--- config.mk ---
export PLATFORM = sky130hd
export DESIGN_NAME = mem_rd_responder
export DESIGN_NICKNAME = d
export VERILOG_FILES = /design/src/rtl/mrd_pkg.sv /design/src/rtl/mrd_line_asm.sv /design/src/rtl/mem_rd_responder.sv
export SDC_FILE = /design/constraint.sdc
export NUM_CORES = 1
export LEC_CHECK = 0
export BUFFER_PORTS_ARGS = -buffer_cell sky130_fd_sc_hd__clkbuf_2
export CORE_AREA = 5 5 179 112
export DETAILED_ROUTE_END_ITERATION = 7
export DIE_AREA = 0 0 184 117
export PLACE_DENSITY_LB_ADDON = 0.1
export SLEW_MARGIN = 20
export SYNTH_ARGS = -nofsm -noshare
export SYNTH_HDL_FRONTEND = slang
export SYNTH_HIERARCHICAL = 1
export SYNTH_SLANG_ARGS = --single-unit
export TNS_END_PERCENT = 10
--- constraint.sdc ---
create_clock -name clk -period 1.9 [get_ports clk]
set_clock_uncertainty 0.05 [all_clocks]
set_input_delay 0.19 -clock clk [delete_from_list [all_inputs] [get_ports clk]]
set_output_delay 0.19 -clock clk [all_outputs]
set_load 0.03 [all_outputs]
--- src/rtl/mrd_pkg.sv ---
// Shared definitions for the memory line-read responder.
// Holds the FSM state encoding, requester identifiers, line geometry and a helper that
// forms the byte address of one beat within a line.
package mrd_pkg;

  localparam int unsigned MRD_BEATS  = 4;
  localparam int unsigned MRD_BEAT_W = 32;
  localparam int unsigned MRD_LINE_W = 128;

  typedef enum logic [2:0] {
    MRD_IDLE  = 3'd0,
    MRD_ISSUE = 3'd1,
    MRD_DRAIN = 3'd2,
    MRD_RESP  = 3'd3,
    MRD_FIN   = 3'd4
  } mrd_state_e;

  // Requester identity, used for both the current grant and the round-robin history.
  typedef enum logic {
    MRD_REQ_IC = 1'b0,
    MRD_REQ_DC = 1'b1
  } mrd_req_e;

  // Byte address of beat 'beat' of the line whose upper address bits are 'line_addr'.
  function automatic logic [31:0] mrd_beat_addr(input logic [27:0] line_addr,
                                                input logic [1:0]  beat);
    return {line_addr, beat, 2'b00};
  endfunction

endpackage

--- src/rtl/mrd_line_asm.sv ---
// Line assembly for the memory line-read responder.
// Tracks issued beats through an MLAT-deep valid shift register and writes each returning
// beat into the next 32-bit lane of the line register.
//
// Ports:
//   clk          in   system clock, rising edge
//   rst_n        in   asynchronous active-low reset
//   beat_issue   in   a memory read beat is issued this cycle
//   mem_rdata    in   memory read data, valid MLAT cycles after the issue
//   rdat_m_data  out  assembled 128-bit line (lane k = beat k)
//   last_beat    out  beat 3 of the line is being captured this cycle
module mrd_line_asm
  import mrd_pkg::*;
#(
  parameter int unsigned MLAT = 2
) (
  input  logic                  clk,
  input  logic                  rst_n,
  input  logic                  beat_issue,
  input  logic [MRD_BEAT_W-1:0] mem_rdata,
  output logic [MRD_LINE_W-1:0] rdat_m_data,
  output logic                  last_beat
);

  logic [MLAT-1:0] vld_q, vld_d;
  logic [1:0]      cap_cnt_q, cap_cnt_d;
  logic [MRD_BEATS-1:0][MRD_BEAT_W-1:0] line_q, line_d;
  logic            beat_due;

  // The oldest tap of the shift register marks the cycle in which mem_rdata carries a
  // tracked beat; any other cycle's read data is ignored.
  assign beat_due  = vld_q[MLAT-1];
  assign last_beat = beat_due && (cap_cnt_q == 2'd3);

  always_comb begin
    vld_d    = vld_q;
    vld_d[0] = beat_issue;
    for (int i = 1; i < int'(MLAT); i++) begin
      vld_d[i] = vld_q[i-1];
    end
  end

  // Beats return in issue order, so a wrapping counter names the lane. Lanes are never
  // cleared between transfers; beat 0 of the next line simply overwrites lane 0.
  always_comb begin
    line_d    = line_q;
    cap_cnt_d = cap_cnt_q;
    if (beat_due) begin
      line_d[cap_cnt_q] = mem_rdata;
      cap_cnt_d         = cap_cnt_q + 2'd1;
    end
  end

  always_ff @(posedge clk or negedge rst_n) begin
    if (!rst_n) begin
      vld_q     <= '0;
      cap_cnt_q <= 2'd0;
      line_q    <= '0;
    end else begin
      vld_q     <= vld_d;
      cap_cnt_q <= cap_cnt_d;
      line_q    <= line_d;
    end
  end

  assign rdat_m_data = line_q;

endmodule

--- src/rtl/mem_rd_responder.sv ---
// Responder for instruction- and data-cache line fills.
// Latches one pending start per requester, arbitrates round-robin, issues four sequential
// 32-bit reads on a fixed-latency memory port, and returns the assembled line with a
// one-cycle valid pulse followed by a one-cycle finish pulse to the granted requester.
//
// Ports:
//   clk, rst_n                        clock and asynchronous active-low reset
//   icr_start_rq / ic_rin_addr        IC start pulse and line byte address
//   dcr_start_rq / dc_rin_addr        DC start pulse and line byte address
//   rdat_m_data                       assembled line, shared by both requesters
//   ic_rdat_m_valid / dc_rdat_m_valid line-valid pulse per requester
//   ic_finish_mrd / dc_finish_mrd     transfer-finished pulse per requester
//   mem_ren / mem_radr / mem_rdata    fixed-latency memory read port
module mem_rd_responder
  import mrd_pkg::*;
#(
  parameter int unsigned MLAT = 2
) (
  input  logic                  clk,
  input  logic                  rst_n,
  input  logic                  icr_start_rq,
  input  logic [31:0]           ic_rin_addr,
  input  logic                  dcr_start_rq,
  input  logic [31:0]           dc_rin_addr,
  output logic [MRD_LINE_W-1:0] rdat_m_data,
  output logic                  ic_rdat_m_valid,
  output logic                  dc_rdat_m_valid,
  output logic                  ic_finish_mrd,
  output logic                  dc_finish_mrd,
  output logic                  mem_ren,
  output logic [31:0]           mem_radr,
  input  logic [MRD_BEAT_W-1:0] mem_rdata
);

  // Byte-within-line bits are never used.
  logic unused_addr_bits;
  assign unused_addr_bits = ^{ic_rin_addr[3:0], dc_rin_addr[3:0]};

  mrd_state_e  state_q, state_d;
  mrd_req_e    gnt_q, gnt_d;
  mrd_req_e    last_gnt_q, last_gnt_d;
  mrd_req_e    pick;
  logic [27:0] xfer_addr_q, xfer_addr_d;
  logic [1:0]  iss_cnt_q, iss_cnt_d;

  logic        ic_pend_q, ic_pend_d;
  logic        dc_pend_q, dc_pend_d;
  logic [27:0] ic_addr_q, ic_addr_d;
  logic [27:0] dc_addr_q, dc_addr_d;
  logic        grant_ic, grant_dc;
  logic        last_beat;

  // Request latches. A start arriving in the same cycle as that requester's grant is kept
  // as a fresh request; otherwise a start while pending is dropped and the first address
  // is kept.
  always_comb begin
    ic_pend_d = ic_pend_q;
    ic_addr_d = ic_addr_q;
    if (grant_ic) begin
      ic_pend_d = 1'b0;
    end
    if (icr_start_rq && (!ic_pend_q || grant_ic)) begin
      ic_pend_d = 1'b1;
      ic_addr_d = ic_rin_addr[31:4];
    end
  end

  always_comb begin
    dc_pend_d = dc_pend_q;
    dc_addr_d = dc_addr_q;
    if (grant_dc) begin
      dc_pend_d = 1'b0;
    end
    if (dcr_start_rq && (!dc_pend_q || grant_dc)) begin
      dc_pend_d = 1'b1;
      dc_addr_d = dc_rin_addr[31:4];
    end
  end

  // Round-robin on a tie: the requester not granted last wins.
  always_comb begin
    if (ic_pend_q && dc_pend_q) begin
      pick = (last_gnt_q == MRD_REQ_IC) ? MRD_REQ_DC : MRD_REQ_IC;
    end else if (dc_pend_q) begin
      pick = MRD_REQ_DC;
    end else begin
      pick = MRD_REQ_IC;
    end
  end

  // Transfer FSM: next state and all outputs decoded from registered state.
  always_comb begin
    state_d         = state_q;
    gnt_d           = gnt_q;
    last_gnt_d      = last_gnt_q;
    xfer_addr_d     = xfer_addr_q;
    iss_cnt_d       = iss_cnt_q;
    grant_ic        = 1'b0;
    grant_dc        = 1'b0;
    mem_ren         = 1'b0;
    mem_radr        = 32'd0;
    ic_rdat_m_valid = 1'b0;
    dc_rdat_m_valid = 1'b0;
    ic_finish_mrd   = 1'b0;
    dc_finish_mrd   = 1'b0;

    unique case (state_q)
      MRD_IDLE: begin
        if (ic_pend_q || dc_pend_q) begin
          gnt_d       = pick;
          last_gnt_d  = pick;
          grant_ic    = (pick == MRD_REQ_IC);
          grant_dc    = (pick == MRD_REQ_DC);
          xfer_addr_d = (pick == MRD_REQ_DC) ? dc_addr_q : ic_addr_q;
          iss_cnt_d   = 2'd0;
          state_d     = MRD_ISSUE;
        end
      end
      MRD_ISSUE: begin
        mem_ren   = 1'b1;
        mem_radr  = mrd_beat_addr(xfer_addr_q, iss_cnt_q);
        iss_cnt_d = iss_cnt_q + 2'd1;
        if (iss_cnt_q == 2'd3) begin
          state_d = MRD_DRAIN;
        end
      end
      MRD_DRAIN: begin
        // Beat 3 lands in the line register at the end of this cycle.
        if (last_beat) begin
          state_d = MRD_RESP;
        end
      end
      MRD_RESP: begin
        ic_rdat_m_valid = (gnt_q == MRD_REQ_IC);
        dc_rdat_m_valid = (gnt_q == MRD_REQ_DC);
        state_d         = MRD_FIN;
      end
      MRD_FIN: begin
        ic_finish_mrd = (gnt_q == MRD_REQ_IC);
        dc_finish_mrd = (gnt_q == MRD_REQ_DC);
        state_d       = MRD_IDLE;
      end
      default: begin
        state_d = MRD_IDLE;
      end
    endcase
  end

  always_ff @(posedge clk or negedge rst_n) begin
    if (!rst_n) begin
      state_q     <= MRD_IDLE;
      gnt_q       <= MRD_REQ_IC;
      last_gnt_q  <= MRD_REQ_IC;
      xfer_addr_q <= '0;
      iss_cnt_q   <= 2'd0;
      ic_pend_q   <= 1'b0;
      dc_pend_q   <= 1'b0;
      ic_addr_q   <= '0;
      dc_addr_q   <= '0;
    end else begin
      state_q     <= state_d;
      gnt_q       <= gnt_d;
      last_gnt_q  <= last_gnt_d;
      xfer_addr_q <= xfer_addr_d;
      iss_cnt_q   <= iss_cnt_d;
      ic_pend_q   <= ic_pend_d;
      dc_pend_q   <= dc_pend_d;
      ic_addr_q   <= ic_addr_d;
      dc_addr_q   <= dc_addr_d;
    end
  end

  mrd_line_asm #(
    .MLAT (MLAT)
  ) u_line_asm (
    .clk         (clk),
    .rst_n       (rst_n),
    .beat_issue  (mem_ren),
    .mem_rdata   (mem_rdata),
    .rdat_m_data (rdat_m_data),
    .last_beat   (last_beat)
  );

endmodule
==> metrics, run 1 <==
Final Slew Violations 0; PD cells 2100 mW/mm^2; setup_tns -2.55 ns; Num CTS Buffers 22; r2r startpoint state_q[0]; gr ovfl total 0; drc violations 0; FF-to-FF setup slack 0.02 ns; critical path arrival 1.78 ns; TritonCTS clock tree yes; fin worst setup slack -0.119 ns; full die area 0.0215 mm^2; dpl hpwl 16400 um; number of fill cells 1269; Routed WL 24900 um; WP buf/inv 3; Wirelength per Cell 19.1 um; Worst path top cell family by delay flip-flops; final antenna-violating net count 0; Vias 6776; Avg Inst Size Synth 13.5 um^2; Clock transition at path regs 0.07 ns; pin count of the biggest net entering global routing 68; hold path depth 3; Cells after DPL 1163; CP Class reg2out; period utilisation layout 106%; crit-path cells nor3b_4 -> buf_6 -> clkbuf_16 -> and2_4 -> buf_8; initial antenna violation count 1; Final Critical Period 2.02 ns; Worst R2R End xfer_addr_q[21]; Final Hold Viols 0; crit path capture type output port; crit-path max cell delay 0.47 ns; Initial Util 50.3%; GP Congestion 0.786; layout cells sized above 1 49.4%; worst-path fanout max 8; initial DRC count 331; Hold Crit Start icr_start_rq; Reg2Reg Depth 4; violations in the final reports negative setup slack; RSZ-0062 raised after global routing yes; Layout area overhead 40.0%; final setup fails 31; slowest CP cell dfrtp_2; Clock Path Buffers 3; worst hold path type in2reg; most frequent cells in the layout dfrtp_1 (222), clkbuf_2 (219), mux2_2 (148); CP required 1.66 ns; clock sink count 224; post-synthesis cell count 685; IO Count 265; Mapped Area 0.00927 mm^2; non-filler cells in the finished layout 1302; worst skew pair latency 0.49 ns; nets@finish 1147; Hold Path End ic_addr_q[23]; Clock Tree Root clkbuf_16; max_cap viols 0; htree depth 1; Setup crit start kind flop; first-pass GRT wire length 39000 um; most common cell after layout, fill and taps aside dfrtp_1; total global-route track usage 22.7%; FP Rows 39; leak pwr 6.19 nW; DRT Pass-1 Iters 4; Fmax achieved 495 MHz; core area 0.0184 mm^2; Worst VDD drop 1310 uV; outcome finished, violations left; Pwr Total 27.3 mW; vias in the first global route 7146; vias per cell 5.20; YS warnings 6; register bit total from synthesis 224; post-synthesis cell type count 40; Die Span X 184 um; # port buffers 254; sequential fraction of the synthesis area 60.5%; Die Ht 117 um
==> cell usage after synthesis, drive strengths merged <==
cell type / instances / share of area [%]
nand2b: 1 / 0.068
nor3: 1 / 0.054
or3: 1 / 0.12
a21oi: 1 / 0.054
o221ai: 7 / 0.66
nor2b: 3 / 0.20
o21a: 1 / 0.081
mux2: 157 / 19
mux2i: 21 / 2.3
nor3b: 2 / 0.28
inv: 12 / 0.49
and2: 31 / 2.1
nand2: 72 / 3.2
a2111oi: 1 / 0.16
o21ai: 54 / 3.0
nor2: 3 / 0.12
buf: 30 / 3.3
dfrtp: 224 / 60
conb: 1 / 0.040
and4bb: 1 / 0.13
nor4b: 1 / 0.094
xor2: 1 / 0.094
o311ai: 1 / 0.094
o22ai: 28 / 1.9
o21bai: 1 / 0.081
a21bo: 1 / 0.11
clkbuf: 18 / 0.73
ha: 5 / 0.67
or2: 3 / 0.23
nand3b: 1 / 0.081
a21o: 1 / 0.081
==> per-stage QoR <==
stage | worst slack, ns | cell area [um^2] | hold slack (ns) | utilization, %
CTS | -0.174 | 12800 | 0.0944 | 69.3
finish | -0.119 | 13000 | 0.145 | 70.4
detailed placement | 0.103 | 10800 | 0.0767 | 58.5
global placement | 0.147 | 10800 | 0.0809 | 58.5
global route | -0.186 | 13000 | 0.165 | 70.4
floorplan | 0.0289 | 9280 | -0.156 | -
==> power breakdown <==
part	internal [mW]	leakage (nW)	total [mW]	switching, mW
logic	6.12	3.17	14.3	8.21
registers	7.24	2.66	8.62	1.38
clock network	2.60	0.366	4.35	1.75
total	16.0	6.19	27.3	11.3
==> worst min-delay path: stages <==
cell and delay [ns]:
clkbuf_2 0.26, nand2_1 0.13, o22ai_1 0.06
==> registers in the layout, summed over array words and instances (netlist names) <==
| signal | cells |
|---|---|
| u_line_asm/rdat_m_data | 128 |
| dc_addr_q | 28 |
| ic_addr_q | 28 |
| xfer_addr_q | 28 |
| state_q | 3 |
| iss_cnt_q | 2 |
| u_line_asm/cap_cnt_q | 2 |
| u_line_asm/vld_q | 2 |
| dc_pend_q | 1 |
| ic_pend_q | 1 |
| last_gnt_q | 1 |
==> timing repair <==
item                       4_1_cts  5_1_grt
setup endpoints to repair       34       32
pin swaps                        8       23
resized for setup               84       67
gates cloned                     1        1
setup buffers                    3        7
hold buffers                    90        0
hold endpoints to repair       404        0
==> cell type report <==
| class | count | area, um^2 | share of cell area [%] |
|---|---|---|---|
| tap | 246 | 308 | 2.37 |
| timing repair buffer | 380 | 2920 | 22.5 |
| multi-input combinational | 402 | 3370 | 25.9 |
| antenna | 1 | 2.50 | 0.0193 |
| clock buffer | 32 | 679 | 5.23 |
| inverter | 12 | 45.0 | 0.347 |
| clock inverter | 5 | 50.0 | 0.386 |
| sequential | 224 | 5610 | 43.2 |
==> per-layer routing <==
layer	global-route usage [%]	vias up	wire (um)
li1	-	3097	-
met1	32.0	3412	11100
met2	36.4	229	11700
met3	5.37	38	1650
met4	5.37	0	488
met5	0	-	0
==> cells by family (layout without fill, tap and decap cells) <==
group                    after synthesis  in the layout  share of synthesized area, %
XOR/XNOR                               1              1                        0.0945
AO/OA/AOI/OAI                         96             96                          6.17
adder cells (fa/ha/maj)                5              5                         0.675
other                                  1              3                        0.0405
buffers and inverters                 60            429                          4.49
multiplexers                         178            178                          21.3
flip-flops                           224            224                          60.5
AND/OR/NAND/NOR                      120            120                          6.72
==> worst max-delay path by stage <==
stage,to,cells past startpoint,from
final,mem_radr[7],5,state_q[2]
after global routing,mem_radr[7],5,state_q[2]
after CTS,mem_radr[20],6,state_q[1]
after detailed placement,dc_addr_q[13],4,state_q[2]
after global placement,iss_cnt_q[0],3,state_q[2]
after floorplan,mem_radr[15],4,state_q[2]
No activity file was read; power rests on OpenSTA's default activity.
==> run 2: changes to the inputs <==
- SETUP_SLACK_MARGIN: default -> 0.5
==> run 2 against run 1 <==
  * The run still ends with negative setup slack left
  * Critical path depth rose by 1
  * Total power grew 9.0%
  * Register-to-register slack lost 0.08 ns
  * Critical path type unchanged
  * Final cell count grew 0.23%
==> metrics, run 2 (synthesis gave the netlist of run 1 again) <==
Reg2Reg Depth 6 (was 4); crit-path max cell delay 0.39 ns (was 0.47 ns); Clock transition at path regs 0.06 ns (was 0.07 ns); worst setup path start state_q[2] (unchanged); NetSw 12.3 mW (was 11.3 mW); critical path arrival 1.82 ns (was 1.78 ns); Clock Path Buffers 3 (unchanged); GP Congestion 0.830 (was 0.786); violations in the final reports negative setup slack (unchanged); number of fill cells 1170 (was 1269); register share of total power 29.7% (was 31.6%); max_cap viols 0 (unchanged); CP Class reg2out (unchanged); Layout area overhead 49.9% (was 40.0%); most frequent cells in the layout dfrtp_1 (220), clkbuf_2 (218), mux2_4 (122) (was dfrtp_1 (222), clkbuf_2 (219), mux2_2 (148)); clock sink count 224 (unchanged); layout cells sized above 1 55.1% (was 49.4%); worst skew pair latency 0.50 ns (was 0.49 ns); leak pwr 6.90 nW (was 6.19 nW); # port buffers 254 (unchanged); Worst VDD drop 1470 uV (was 1310 uV); Sequential cell area 0.00561 mm^2 (about the same); final setup fails 57 (was 31); vias per cell 5.30 (was 5.20); r2r startpoint state_q[2] (was state_q[0]); Worst R2R End ic_addr_q[4] (was xfer_addr_q[21]); area of the multi-input gates 0.00414 mm^2 (was 0.00337 mm^2); worst setup path end mem_radr[18] (was mem_radr[7]); Final Critical Period 2.06 ns (was 2.02 ns); pin count of the biggest net entering global routing 49 (was 68); Clk pwr share 14.2% (was 15.9%); outcome finished, violations left (unchanged); Fmax achieved 484 MHz (was 495 MHz); Int Pwr 17.5 mW (was 16.0 mW); drc violations 0 (unchanged); crit path capture type output port (unchanged); initial antenna violation count 1 (unchanged); fin worst setup slack -0.165 ns (was -0.119 ns); htree depth 1 (unchanged); crit-path cells buf_6 -> nor3b_4 -> buf_6 -> clkbuf_16 -> and2_4 -> buf_8 (was nor3b_4 -> buf_6 -> clkbuf_16 -> and2_4 -> buf_8); most common cell after layout, fill and taps aside dfrtp_1 (unchanged); IO Count 265 (unchanged); FF-to-FF setup slack -0.06 ns (was 0.02 ns); period utilisation layout 109% (was 106%); core area 0.0184 mm^2 (unchanged); initial DRC count 368 (was 331); PD cells 2140 mW/mm^2 (was 2100 mW/mm^2); DRT Pass-1 Iters 7 (was 4); Die Ht 117 um (unchanged); Top cell by count, worst path buf_6; first-pass GRT wire length 41100 um (was 39000 um); full die area 0.0215 mm^2 (unchanged); WP buf/inv 4 (was 3); Cells after DPL 1165 (was 1163); Initial Util 50.3% (unchanged); flip-flop count of the largest register after layout 128 (unchanged); Pwr Total 29.8 mW (was 27.3 mW); Die Span X 184 um (unchanged); Routed WL 26600 um (was 24900 um); FP Rows 39 (unchanged); Final Slew Violations 0 (unchanged); non-filler cells in the finished layout 1305 (was 1302); Wirelength per Cell 20.4 um (was 19.1 um); CP required 1.66 ns (about the same); Worst path top cell family by delay buffers and inverters (was flip-flops); Num CTS Buffers 22 (unchanged); worst hold path type in2async (was in2reg); dpl hpwl 16600 um (was 16400 um); Switching Share 41.3% (was 41.6%); TritonCTS clock tree yes (unchanged); Critical Path Stages 6 (was 5); Setup crit start kind flop (unchanged); total global-route track usage 23.9% (was 22.7%); worst-path fanout max 7 (was 8); utilization after layout 75.3% (was 70.4%); RSZ-0062 raised after global routing yes (unchanged); nets@finish 1149 (was 1147); Logic pwr share 56.1% (was 52.5%); gr ovfl total 0 (unchanged); worst hold slack 0.120 ns (was 0.145 ns); Clock Tree Root clkbuf_16 (unchanged); slowest CP cell dfrtp_1 (was dfrtp_2); vias in the first global route 7403 (was 7146); final antenna-violating net count 0 (unchanged); Vias 6923 (was 6776); Final Hold Viols 0 (unchanged)
==> run 2: changes by cell type in the layout (fill, tap and decap cells not counted), moves of 4 or more <==
cell / before / now
mux2_4: 0 / 122
ha_4: 0 / 4
o21ai_2: 1 / 9
buf_12: 8 / 13
o21ai_0: 36 / 29
o221ai_2: 3 / 7
buf_4: 20 / 14
o22ai_2: 0 / 26
mux2_1: 9 / 0
ha_1: 5 / 1
o22ai_1: 28 / 0
mux2_2: 148 / 35
o221ai_1: 4 / 0
==> run 2: layer usage <==
metal | wire length, um | track usage (%) | up-vias | share of wire [%]
li1 | - | - | 3104 | -
met1 | 11600 | 33.5 | 3526 | 44
met2 | 12500 | 38.4 | 260 | 47
met3 | 2070 | 6.15 | 33 | 7.8
met4 | 419 | 5.07 | 0 | 1.6
met5 | 0 | 0 | - | 0
==> run 2: per-stage QoR <==
stage,worst slack (ns),TNS (ns),area (um^2)
global placement,0.234,0,10900
global route,-0.240,-10.94,13900
floorplan,0.128,0,9300
finish,-0.165,-4.85,13900
detailed placement,0.120,0,10900
CTS,-0.173,-4.75,13800
==> run 2: cell type report <==
cell class | instances | area share, %
flip-flops and latches | 224 | 40.4
multi-input cells | 402 | 29.8
repair buffers | 382 | 22.1
clock buffers | 34 | 4.87
well taps | 246 | 2.22
inverters | 12 | 0.396
clock inverters | 4 | 0.180
diodes | 1 | 0.0180
==> run 2: how the worst min path moves through the flow <==
stage,startpoint,to,slack (ns),cells past startpoint
final,rst_n,dc_addr_q[7],0.12,2
after global routing,rst_n,dc_addr_q[2],0.16,2
after CTS,rst_n,dc_addr_q[3],0.12,2
after detailed placement,rst_n,dc_addr_q[7],0.05,1
after global placement,rst_n,ic_addr_q[4],0.05,1
after floorplan,rst_n,dc_addr_q[0],-0.16,0
==> run 2: power groups by stage <==
stage                     clock [mW]  combinational [mW]  sequential (mW)
after floorplan                    0                6.34             11.1
after global placement             0                12.4             8.49
after detailed placement           0                12.7             8.69
after CTS                       4.32                16.0             8.76
after global routing            4.51                17.6             9.09
final                           4.22                16.7             8.84
==> run 2: what timing repair did <==
| action | 4_1_cts | 5_1_grt |
|---|---|---|
| endpoints found under the setup margin | 252 | 251 |
| hold buffers | 90 | 0 |
| cloned | 1 | 1 |
| resized for setup | 294 | 54 |
| endpoints found under the hold margin | 409 | 0 |
| setup buffers | 7 | 2 |
| pin swaps | 68 | 51 |
==> run 3: changes to the inputs <==
- RECOVER_POWER: default -> 50
==> run 3 against run 2 <==
  * The run still ends with negative setup slack left
  * Clock power is essentially flat
  * Count of clock-buffer cells in the layout is the same
  * Combinational power is essentially flat
  * First-iteration DRC count grew 9.8%
  * Maximum frequency is essentially flat
  * Total power shrank 0.24%
  * Non-clock buffer count is the same
  * Die area is the same
==> metrics, run 3 (synthesis gave the netlist of run 1 again) <==
vias per cell 5.31 (was 5.30); vias in the first global route 7403 (unchanged); drc violations 0 (unchanged); hold path depth 4; core area 0.0184 mm^2 (unchanged); CP required 1.66 ns (about the same); RSZ-0062 raised after global routing yes (unchanged); initial antenna violation count 1 (unchanged); most common cell after layout, fill and taps aside dfrtp_1 (unchanged); pin count of the biggest net entering global routing 49 (unchanged); NetSw 12.3 mW (about the same); number of fill cells 1191 (was 1170); fin worst setup slack -0.166 ns (was -0.165 ns); non-filler cells in the finished layout 1305 (unchanged); Die Span X 184 um (unchanged); Num CTS Buffers 22 (unchanged); Clock Path Buffers 3 (unchanged); gr ovfl total 0 (unchanged); Pwr Total 29.7 mW (was 29.8 mW); violations in the final reports negative setup slack (unchanged); Routed WL 26600 um (about the same); Final Critical Period 2.07 ns (was 2.06 ns); Layout area overhead 49.3% (was 49.9%); Setup crit start kind flop (unchanged); total global-route track usage 23.9% (unchanged); Cells after DPL 1165 (unchanged); DRT Pass-1 Iters 7 (unchanged); Switching Share 41.4% (was 41.3%); # port buffers 254 (unchanged); slowest CP cell dfrtp_1 (unchanged); Fmax achieved 484 MHz (about the same); Worst VDD drop 1470 uV (about the same); GP Congestion 0.830 (unchanged); Logic pwr share 56.0% (was 56.1%); Clk pwr share 14.2% (about the same); Slew headroom 26.1%; Vias 6924 (was 6923); worst hold slack 0.234 ns (was 0.120 ns); outcome finished, violations left (unchanged); PD cells 2150 mW/mm^2 (was 2140 mW/mm^2); final antenna-violating net count 0 (unchanged); leak pwr 6.84 nW (was 6.90 nW); critical path arrival 1.83 ns (was 1.82 ns); crit-path cells buf_6 -> nor3b_4 -> buf_6 -> clkbuf_16 -> and2_4 -> buf_8 (unchanged); Clock Tree Root clkbuf_16 (unchanged); layout cells sized above 1 53.3% (was 55.1%); most frequent cells in the layout dfrtp_1 (222), clkbuf_2 (202), mux2_4 (122) (was dfrtp_1 (220), clkbuf_2 (218), mux2_4 (122)); dpl hpwl 16600 um (unchanged); initial DRC count 404 (was 368); worst hold path type in2reg (was in2async); TritonCTS clock tree yes (unchanged); setup_tns -4.85 ns (about the same); IO Count 265 (unchanged); nets@finish 1149 (unchanged); max_cap viols 0 (unchanged); Final Hold Viols 0 (unchanged); Initial Util 50.3% (unchanged); clock sink count 224 (unchanged); CP Class reg2out (unchanged); flip-flop count of the largest register after layout 128 (unchanged); full die area 0.0215 mm^2 (unchanged); slew at the pin with the worst max-slew slack 1.11 ns; FP Rows 39 (unchanged); Clock transition at path regs 0.06 ns (about the same); Final Slew Violations 0 (unchanged); Die Ht 117 um (unchanged); crit path capture type output port (unchanged); Top cell by count, worst path buf_6 (unchanged); worst-path fanout max 7 (unchanged); final setup fails 57 (unchanged); register share of total power 29.8% (was 29.7%); Wirelength per Cell 20.4 um (about the same); utilization after layout 75.0% (was 75.3%); Int Pwr 17.4 mW (was 17.5 mW); first-pass GRT wire length 41100 um (unchanged); htree depth 1 (unchanged); crit-path max cell delay 0.39 ns (about the same); Reg2Reg Depth 6 (unchanged); period utilisation layout 109% (about the same); worst skew pair latency 0.50 ns (about the same)
-- run 3: what timing repair did --
| action | CTS | global route |
|---|---|---|
| gates cloned | 1 | 1 |
| endpoints found under the setup margin | 252 | 251 |
| endpoints found under the hold margin | 409 | 0 |
| hold buffers | 90 | 0 |
| gates resized for setup | 294 | 54 |
| setup buffers | 7 | 2 |
| pin swaps | 68 | 51 |
-- run 3: per-layer routing --
metal	part of all wire, %	up-vias	global-route usage, %	routed length [um]
met5	0	-	0	0
met4	1.6	0	5.07	418
met3	7.7	33	6.15	2040
met2	47	260	38.4	12500
met1	44	3528	33.5	11700
li1	-	3103	-	-
-- run 3: power by group through the flow --
| stage | Clock (mW) | Combinational [mW] | Sequential, mW |
|---|---|---|---|
| 2_1_floorplan | 0 | 6.34 | 11.1 |
| 3_3_place_gp | 0 | 12.4 | 8.49 |
| 3_5_place_dp | 0 | 12.7 | 8.69 |
| 4_1_cts | 4.32 | 16.0 | 8.76 |
| 5_1_grt | 4.51 | 17.5 | 9.09 |
| 6_report | 4.22 | 16.6 | 8.83 |
-- run 3: stage by stage --
step,setup WS (ns),area (um^2)
3_3_place_gp,0.234,10900
5_1_grt,-0.240,13800
3_5_place_dp,0.120,10900
6_report,-0.166,13800
2_1_floorplan,0.128,9300
4_1_cts,-0.173,13800
-- run 3: worst paths after layout --
kind	endpoint	from	slack, ns
worst max-delay path	mem_radr[18]	state_q[2]	-0.17
worst max register to register	ic_addr_q[4]	state_q[2]	-0.06
min in group asynchronous	dc_addr_q[7]	rst_n	0.39
worst min register to register	u_line_asm/vld_q[1]	u_line_asm/vld_q[0]	0.30
max in group asynchronous	u_line_asm/rdat_m_data[39]	rst_n	0.35
worst min-delay path	ic_addr_q[22]	icr_start_rq	0.23
-- run 3: cell type report --
cell class                 count  area, um^2  area share [%]
multi-input combinational    402        4140            30.0
clock buffer                  34         677            4.89
sequential                   224        5610            40.5
clock inverter                 4        25.0           0.181
antenna                        1        2.50          0.0181
timing repair buffer         382        3020            21.8
tap                          246         308            2.22
inverter                      12        55.1           0.398
-- run 3: critical path, delay by kind of cell (launching register included) --
family / cells / cell delay, ns
buf+inv: 4 / 0.56
flops: 1 / 0.39
simple gates: 2 / 0.37
